### src/rtl/button_ctrl_pkg.sv
// Shared mode encoding for the button controller channels.
// Latency: n/a (types and constants only).
// Backpressure: n/a.
package button_ctrl_pkg;

  typedef logic [1:0] mode_t;

  localparam mode_t MODE_LEVEL  = 2'd0;
  localparam mode_t MODE_TOGGLE = 2'd1;
  localparam mode_t MODE_PULSE  = 2'd2;
  localparam mode_t MODE_LATCH  = 2'd3;

endpackage

### src/rtl/button_channel.sv
// One button: 2-flop synchroniser, debounce filter, press-edge detect, mode output.
// Latency: raw change to o_pressed/o_out = 2 + DEBOUNCE_CYCLES clock edges.
// Backpressure: none; outputs are free-running registered levels/pulses.
module button_channel
  import button_ctrl_pkg::*;
#(
  parameter int DEBOUNCE_CYCLES = 16,
  parameter bit ACTIVE_LOW      = 1'b1
) (
  input  logic  i_clk,
  input  logic  i_rst_n,
  input  logic  i_button,
  input  mode_t i_mode,
  input  logic  i_clear,
  output logic  o_pressed,
  output logic  o_press_edge,
  output logic  o_out
);

  localparam int               CNT_W    = $clog2(DEBOUNCE_CYCLES + 1);
  localparam logic [CNT_W-1:0] CNT_LAST = CNT_W'(DEBOUNCE_CYCLES - 1);
  // Raw level seen while the button is not pressed.
  localparam logic             RELEASED = ACTIVE_LOW;

  logic             r_sync1;
  logic             r_sync2;
  logic [CNT_W-1:0] r_cnt;
  logic             r_pressed;
  logic             r_press_edge;
  logic             r_out;

  logic             w_p;
  logic [CNT_W-1:0] w_cnt_nxt;
  logic             w_pressed_nxt;
  logic             w_rise;
  logic             w_out_nxt;

  // Polarity-normalised synchronised level: 1 means pressed.
  assign w_p = ACTIVE_LOW ? ~r_sync2 : r_sync2;

  // Two-flop synchroniser; resets to the released level so reset never looks like a press.
  always_ff @(posedge i_clk or negedge i_rst_n) begin
    if (!i_rst_n) begin
      r_sync1 <= RELEASED;
      r_sync2 <= RELEASED;
    end else begin
      r_sync1 <= i_button;
      r_sync2 <= r_sync1;
    end
  end

  // Debounce: count consecutive disagreeing samples; accept on the DEBOUNCE_CYCLES-th one.
  always_comb begin
    w_cnt_nxt     = '0;
    w_pressed_nxt = r_pressed;
    if (w_p != r_pressed) begin
      if (r_cnt == CNT_LAST) begin
        w_pressed_nxt = w_p;
      end else begin
        w_cnt_nxt = r_cnt + 1'b1;
      end
    end
  end

  assign w_rise = w_pressed_nxt & ~r_pressed;

  // Mode-dependent next output; mode is live, so TOGGLE/LATCH just keep whatever Out holds.
  always_comb begin
    w_out_nxt = r_out;
    unique case (i_mode)
      MODE_LEVEL:  w_out_nxt = w_pressed_nxt;
      MODE_TOGGLE: begin
        if (w_rise) begin
          w_out_nxt = ~r_out;
        end else if (i_clear) begin
          w_out_nxt = 1'b0;
        end
      end
      MODE_PULSE:  w_out_nxt = w_rise;
      MODE_LATCH:  begin
        if (w_rise) begin
          w_out_nxt = 1'b1;
        end else if (i_clear) begin
          w_out_nxt = 1'b0;
        end
      end
      default:     w_out_nxt = r_out;
    endcase
  end

  // Debounce, edge and output state; async reset drops every partial count.
  always_ff @(posedge i_clk or negedge i_rst_n) begin
    if (!i_rst_n) begin
      r_cnt        <= '0;
      r_pressed    <= 1'b0;
      r_press_edge <= 1'b0;
      r_out        <= 1'b0;
    end else begin
      r_cnt        <= w_cnt_nxt;
      r_pressed    <= w_pressed_nxt;
      r_press_edge <= w_rise;
      r_out        <= w_out_nxt;
    end
  end

  assign o_pressed    = r_pressed;
  assign o_press_edge = r_press_edge;
  assign o_out        = r_out;

endmodule

### src/rtl/button_ctrl.sv
// Multi-channel push-button front end: N_CH independent debounced channels with per-channel mode.
// Latency: raw change to outputs = 2 + DEBOUNCE_CYCLES clock edges per channel.
// Backpressure: none; channels never interact.
module button_ctrl
  import button_ctrl_pkg::*;
#(
  parameter int N_CH            = 3,
  parameter int DEBOUNCE_CYCLES = 16,
  parameter bit ACTIVE_LOW      = 1'b1
) (
  input  logic              i_clk,
  input  logic              i_rst_n,
  input  logic [N_CH-1:0]   i_button,
  input  logic [2*N_CH-1:0] i_mode,
  input  logic [N_CH-1:0]   i_clear,
  output logic [N_CH-1:0]   o_pressed,
  output logic [N_CH-1:0]   o_press_edge,
  output logic [N_CH-1:0]   o_out
);

  for (genvar gi = 0; gi < N_CH; gi++) begin : g_ch
    button_channel #(
      .DEBOUNCE_CYCLES(DEBOUNCE_CYCLES),
      .ACTIVE_LOW     (ACTIVE_LOW)
    ) u_ch (
      .i_clk       (i_clk),
      .i_rst_n     (i_rst_n),
      .i_button    (i_button[gi]),
      .i_mode      (i_mode[2*gi +: 2]),
      .i_clear     (i_clear[gi]),
      .o_pressed   (o_pressed[gi]),
      .o_press_edge(o_press_edge[gi]),
      .o_out       (o_out[gi])
    );
  end

endmodule

### config.mk
export PLATFORM = sky130hd
export DESIGN_NAME = button_ctrl
export DESIGN_NICKNAME = d
export VERILOG_FILES = /design/src/rtl/button_ctrl_pkg.sv /design/src/rtl/button_channel.sv /design/src/rtl/button_ctrl.sv
export SDC_FILE = /design/constraint.sdc
export NUM_CORES = 1
export LEC_CHECK = 0
export CORE_AREA = 2 2 58 60
export CTS_CLUSTER_DIAMETER = 30
export DETAILED_ROUTE_END_ITERATION = 8
export DIE_AREA = 0 0 60 62
export HOLD_SLACK_MARGIN = 0.12
export MAX_ROUTING_LAYER = met4
export PLACE_DENSITY = 0.68
export SETUP_SLACK_MARGIN = 0.5
export SLEW_MARGIN = 20
export SYNTH_ARGS = -nofsm -noshare
export SYNTH_HDL_FRONTEND = slang
export SYNTH_SLANG_ARGS = --single-unit
### constraint.sdc
create_clock -name i_clk -period 1.69 [get_ports i_clk]
set_input_delay 0.338 -clock i_clk [delete_from_list [all_inputs] [get_ports i_clk]]
set_output_delay 0.338 -clock i_clk [all_outputs]
set_load 0.02 [all_outputs]
==> out/metrics.csv, run 1 <==
metric,value,unit
cp.arrival,1.57,ns
leakage,0.915,nW
yosysTopAreaCellShare,44.7,%
die_x,60,um
core_area,3180,sq um
layout-drive-gt1-share,35.2,%
rr_endpoint,g_ch[1].u_ch.o_out,
cp.required,1.93,ns
routedWlPerCell,13.1,um
port_buffers,22,
cts_tree,yes,
fin_ws,0.367,ns
setup_viol,0,
yosys.area.top_type,dfrtp_1,
syn-num-nets,128,
syn-instance-count,111,
tightest_slew,0.381,ns
synth_fa_ha_area_share,2.80,%
drtIter0Drc,30,
cts_root_buffer,clkbuf_4,
firstDrtPassIters,4,
drv_slew,0,
synth_top_family_by_area,simple AND/OR/NAND/NOR gates,
nets,161,
hp-start,g_ch[2].u_ch.r_sync1,
viasPerCell,4.79,
grt_pass1_vias,961,
crit_type,flip-flop to flip-flop,
period_minus_slack,1.32,ns
gp_congestion,0.738,
rrSetupSlack,0.37,ns
synth_compound_area_share,5.31,%
clk_latency,0.32,ns
n_antenna_cell,0,
grt_use_total,16.5,%
worst_hold_path.num_cells,0,
start_util,42.2,%
postCtsHoldBufs,0,
p_per_area,743,nW/um^2
cts_max_level,2,
synth_mux_area_share,3.91,%
cts_buffer_depth,2,
max_slew_margin,74.6,%
vias,915,
grt_setup_unrepaired,true,
fill_cells,280,
ys_types,30,
rows,21,
synth_area_leaders,"dfrtp_1 (45%), dfstp_2 (12%), buf_4 (5.0%)",
syn-cell-area,1340,sq um
crit_path_start_kind,flip-flop,
antenna_found_initial,0,
ys_ff_latch,30,
fin_skew,0.00455,ns
status,"finished, final reports clean",
cp_max_fo,3,
r2r-start,g_ch[1].u_ch.o_out,
peakVddDrop,0.000406,V
r2r_cells,3,
clkTransAtPathRegs,0.09,ns
yosysSeqAreaShare,56.5,%
synth_xor_area_share,5.87,%
die_h,62,um
die-area,3720,sq um
grt_pass1_wl,4.24,mm
fmaxAchievable,0.756,GHz
period_share,78.3,%
synthSimpleGateAreaFrac,19.5,%
max-cap-violations,0,
dp_slack,-0.0653,ns
cts.sinks,30,
holdPathEnd,g_ch[2].u_ch.r_sync2,
drc,0,
grt_overflow_total,0,
numCtsBuffers,5,
wirelength,2.50,mm
hold_path.class,flip-flop to flip-flop,
detail-route-antenna-nets,0,
syn_avg_cell_area,12.1,sq um
area_growth,34.0,%
grt_max_degree,31,
ys_warn_count,0,
pin_count,23,
hold_viol,0,
hpwlAfterDp,1.63,mm
fin_util,56.6,%
cp-end-kind,flip-flop,
[worst max path at each step]
stage / cells past startpoint / slack (ns) / start / end
2_1_floorplan: 3 / 0.46 / g_ch[1].u_ch.o_out / g_ch[1].u_ch.o_out
3_3_place_gp: 4 / -0.02 / i_mode[2] / g_ch[1].u_ch.o_out
3_5_place_dp: 4 / -0.07 / i_mode[2] / g_ch[1].u_ch.o_out
4_1_cts: 3 / 0.37 / g_ch[1].u_ch.o_out / g_ch[1].u_ch.o_out
5_1_grt: 4 / 0.31 / g_ch[1].u_ch.r_cnt[0] / g_ch[1].u_ch.o_out
6_report: 3 / 0.37 / g_ch[1].u_ch.o_out / g_ch[1].u_ch.o_out
[logic make-up after synthesis]
group,count (synthesis)
buf+inv,13
fa+ha+maj,3
flops,30
xor+xnor,9
simple gates,41
mux,5
compound gates,10
[area by class of cell]
class	count	area, sq um	share of cell area [%]
clock buffers	7	55.1	3.06
multi-input cells	68	578	32.1
clock inverters	1	5.00	0.278
inverters	4	15.0	0.834
repair buffers	35	328	18.2
well taps	46	57.6	3.20
flip-flops and latches	30	761	42.3
[where the power goes]
group	internal [mW]	switching, mW	leakage (nW)	total (mW)
sequential	0.748	0.0294	0.387	0.778
clock	0.201	0.236	0.0353	0.437
combinational	0.0744	0.0472	0.492	0.122
[registers in the layout (all words and copies together), names as in the netlist]
signal / count
g_ch.u_ch.r_cnt: 15
g_ch.u_ch.o_press_edge: 3
g_ch.u_ch.r_sync2: 3
g_ch.u_ch.r_sync1: 3
g_ch.u_ch.o_out: 3
g_ch.u_ch.o_pressed: 3
[what timing repair did]
item	4_1_cts	5_1_grt
resized for setup	57	10
setup endpoints to repair	12	23
pin swaps	2	2
setup buffers	11	1
endpoints found under the hold margin	0	0
[metrics by stage]
step                      TNS [ns]  power, mW  area, sq um  std cells  hold WS (ns)
final                            0       1.34         1800        191         0.363
after global routing             0       1.42         1800        191         0.367
after CTS                        0       1.35         1740        190         0.365
after detailed placement   -0.0653      0.893         1590        171         0.347
after global placement     -0.0188      0.885         1590        171         0.346
after floorplan                  0      0.830         1370        111        0.0424
[cell usage after synthesis]
cell type	instances
a21o_1	1
a31oi_1	3
and2_1	3
and3_1	2
and3_2	1
and4b_1	1
buf_4	9
dfrtp_1	24
dfstp_2	6
ha_1	3
inv_1	4
mux2_2	2
mux2i_1	3
nand2_1	7
nand2b_1	1
nand3_1	4
nand3b_1	1
nand4b_1	1
nand4b_4	2
nor2_1	7
nor2b_1	3
nor3_1	4
nor3b_1	1
o211ai_1	3
o21ai_0	1
o311ai_0	2
or2b_2	1
or4_1	2
xnor2_1	3
xor2_1	6
[cell usage in the layout, fill, tap and decap left out, drive strengths merged, types with 2 or more instances in the layout]
cell            n
dfrtp          24
buf            22
clkdlybuf4s50  12
nand2           7
nor2            7
clkbuf          7
xor2            6
dfstp           6
nor3            4
nand3           4
inv             4
nor2b           3
o211ai          3
and2            3
a31oi           3
ha              3
mux2i           3
nand4b          3
xnor2           3
and3            3
mux2            2
or4             2
o311ai          2
[worst max-delay path, stage by stage (launching register included)]
cell,delay (ns)
dfrtp_1,0.42
or2b_4,0.26
or4_1,0.46
o211ai_1,0.11
[routing by layer]
layer	global-route usage [%]	wire length, um	vias up
li1	-	-	442
met2	27.0	1310	21
met1	17.5	1050	444
met5	-	0	-
met4	11.1	59	0
met3	4.55	88	8
(Power assumes the default switching activity.)
==> run 2, diff against run 1 <==
--- a/config.mk
+++ b/config.mk
@@ -11,7 +11,7 @@
 export DIE_AREA = 0 0 60 62
 export HOLD_SLACK_MARGIN = 0.12
 export MAX_ROUTING_LAYER = met4
-export PLACE_DENSITY = 0.68
+export PLACE_DENSITY = 0.7
 export SETUP_SLACK_MARGIN = 0.5
 export SLEW_MARGIN = 20
 export SYNTH_ARGS = -nofsm -noshare
==> constraint.sdc (replaced) <==
create_clock -name i_clk -period 1.2 [get_ports i_clk]
set_input_delay 0.24 -clock i_clk [delete_from_list [all_inputs] [get_ports i_clk]]
set_output_delay 0.24 -clock i_clk [all_outputs]
set_load 0.02 [all_outputs]
==> out/metrics.csv, run 2 (synthesis gave the netlist of run 1 again) <==
metric,value,unit
hpwlAfterDp,1.78,mm
antenna_found_initial,0,
largest_reg_flops,15,
firstDrtPassIters,4,
hold_viol,0,
drv_slew,0,
tns,-0.644,ns
die_x,60,um
wirelength,2.69,mm
cp.arrival,1.54,ns
dp_slack,-0.489,ns
period_share,109,%
grt_pass1_wl,4.32,mm
port_buffers,22,
period_minus_slack,1.31,ns
drc,0,
cts_tree,yes,
detail-route-antenna-nets,0,
p_sw_share,21.9,%
dp_cells,185,
cts_buffer_depth,2,
fmaxAchievable,0.761,GHz
final_cell_mix,"dfrtp_1 (21), buf_6 (21), buf_4 (18), clkdlybuf4s50_1 (12)",
holdWs,0.266,ns
n_antenna_cell,0,
max_slew_margin,80.3,%
vias,1013,
grt_pass1_vias,955,
area_growth,57.0,%
gp_congestion,0.760,
setup_viol,11,
cp-end-kind,flip-flop,
max-cap-violations,0,
p_int,1.70,mW
grt_max_degree,31,
crit_type,flip-flop to flip-flop,
rows,21,
status,"complete, but fails checks",
cts_root_buffer,clkbuf_4,
fin_ws,-0.114,ns
cts_max_level,2,
nets,179,
drtIter0Drc,45,
start_util,42.2,%
die_h,62,um
routedWlPerCell,12.9,um
layout-drive-gt1-share,50.9,%
pin_count,23,
hold_path.class,input port to async pin,
postCtsHoldBufs,0,
clkTransAtPathRegs,0.10,ns
p_per_area,1040,nW/um^2
leakage,1.03,nW
grt_overflow_total,0,
grt_use_total,16.8,%
p_sw,0.477,mW
violations,negative setup slack,
fin_cells,209,
numCtsBuffers,5,
crit_path_start_kind,flip-flop,
pwr-share-comb,11.2,%
cp_max_fo,4,
clk_latency,0.32,ns
tightest_slew,0.291,ns
core_area,3180,sq um
cp.required,1.43,ns
peakVddDrop,0.000736,V
fin_skew,0.0113,ns
cts.sinks,30,
die-area,3720,sq um
grt_setup_unrepaired,true,
clkPwrFrac,38.6,%
seqPwrFrac,50.2,%
largest-register,g_ch.u_ch.r_cnt,
viasPerCell,4.85,
[run 2: cell count changes in the layout (fill, tap and decap cells not counted), sizes merged]
cell    change
clkinv      -1
buf        +18
bufinv      +1
[run 2: what timing repair did]
action,CTS,global route
pin swaps,10,6
resized for setup,74,17
endpoints found under the setup margin,33,33
buffers inserted,9,7
[run 2: final cells by class]
type,count,area (sq um)
Clock buffer,7,55.1
Clock inverter,1,30.0
Inverter,4,15.0
Fill cell,232,1070
Tap cell,46,57.6
Multi-Input combinational cell,68,668
Timing Repair Buffer,53,520
Sequential cell,30,762
[run 2: critical path, cell delays in order, from the launching register on]
cell	delay, ns
dfrtp_1	0.41
ha_4	0.16
nand4b_4	0.12
buf_4	0.16
buf_6	0.10
buf_6	0.12
and3_4	0.14
[run 2: per-layer routing]
| layer | wire length [um] | up-vias | track usage, % |
|---|---|---|---|
| met2 | 1450 | 20 | 26.9 |
| met5 | 0 | - | - |
| li1 | - | 484 | - |
| met4 | 0 | 0 | 5.71 |
| met3 | 119 | 0 | 6.83 |
| met1 | 1130 | 509 | 19.1 |
[run 2: path summary, 6_finish.rpt]
kind                                  startpoint               endpoint  slack, ns  cells past startpoint
setup / recovery           g_ch[0].u_ch.r_cnt[0]  g_ch[0].u_ch.r_cnt[1]      -0.11                      6
hold / removal                           i_rst_n  g_ch[0].u_ch.r_cnt[3]       0.27                      2
setup reg to reg           g_ch[0].u_ch.r_cnt[0]  g_ch[0].u_ch.r_cnt[1]      -0.11                      6
hold reg to reg             g_ch[1].u_ch.r_sync1   g_ch[1].u_ch.r_sync2       0.36                      0
max in group asynchronous                i_rst_n   g_ch[0].u_ch.r_sync1       0.69                      2
min in group i_clk                   i_button[2]   g_ch[2].u_ch.r_sync1       0.32                      1
[run 2: power by group through the flow]
| stage | combinational, mW | sequential [mW] | clock (mW) |
|---|---|---|---|
| floorplan | 0.0689 | 1.11 | 0 |
| finish | 0.243 | 1.10 | 0.843 |
| CTS | 0.217 | 1.09 | 0.858 |
| detailed placement | 0.182 | 1.11 | 0 |
| global placement | 0.173 | 1.11 | 0 |
| global route | 0.267 | 1.10 | 0.945 |
[run 2: through the flow]
step                      total power, mW  util, %  area, sq um
after floorplan                      1.17        -         1430
after global placement               1.28     54.5         1730
after detailed placement             1.29     54.5         1730
after CTS                            2.17     62.5         1990
after global routing                 2.31     66.3         2110
final                                2.18     66.3         2110
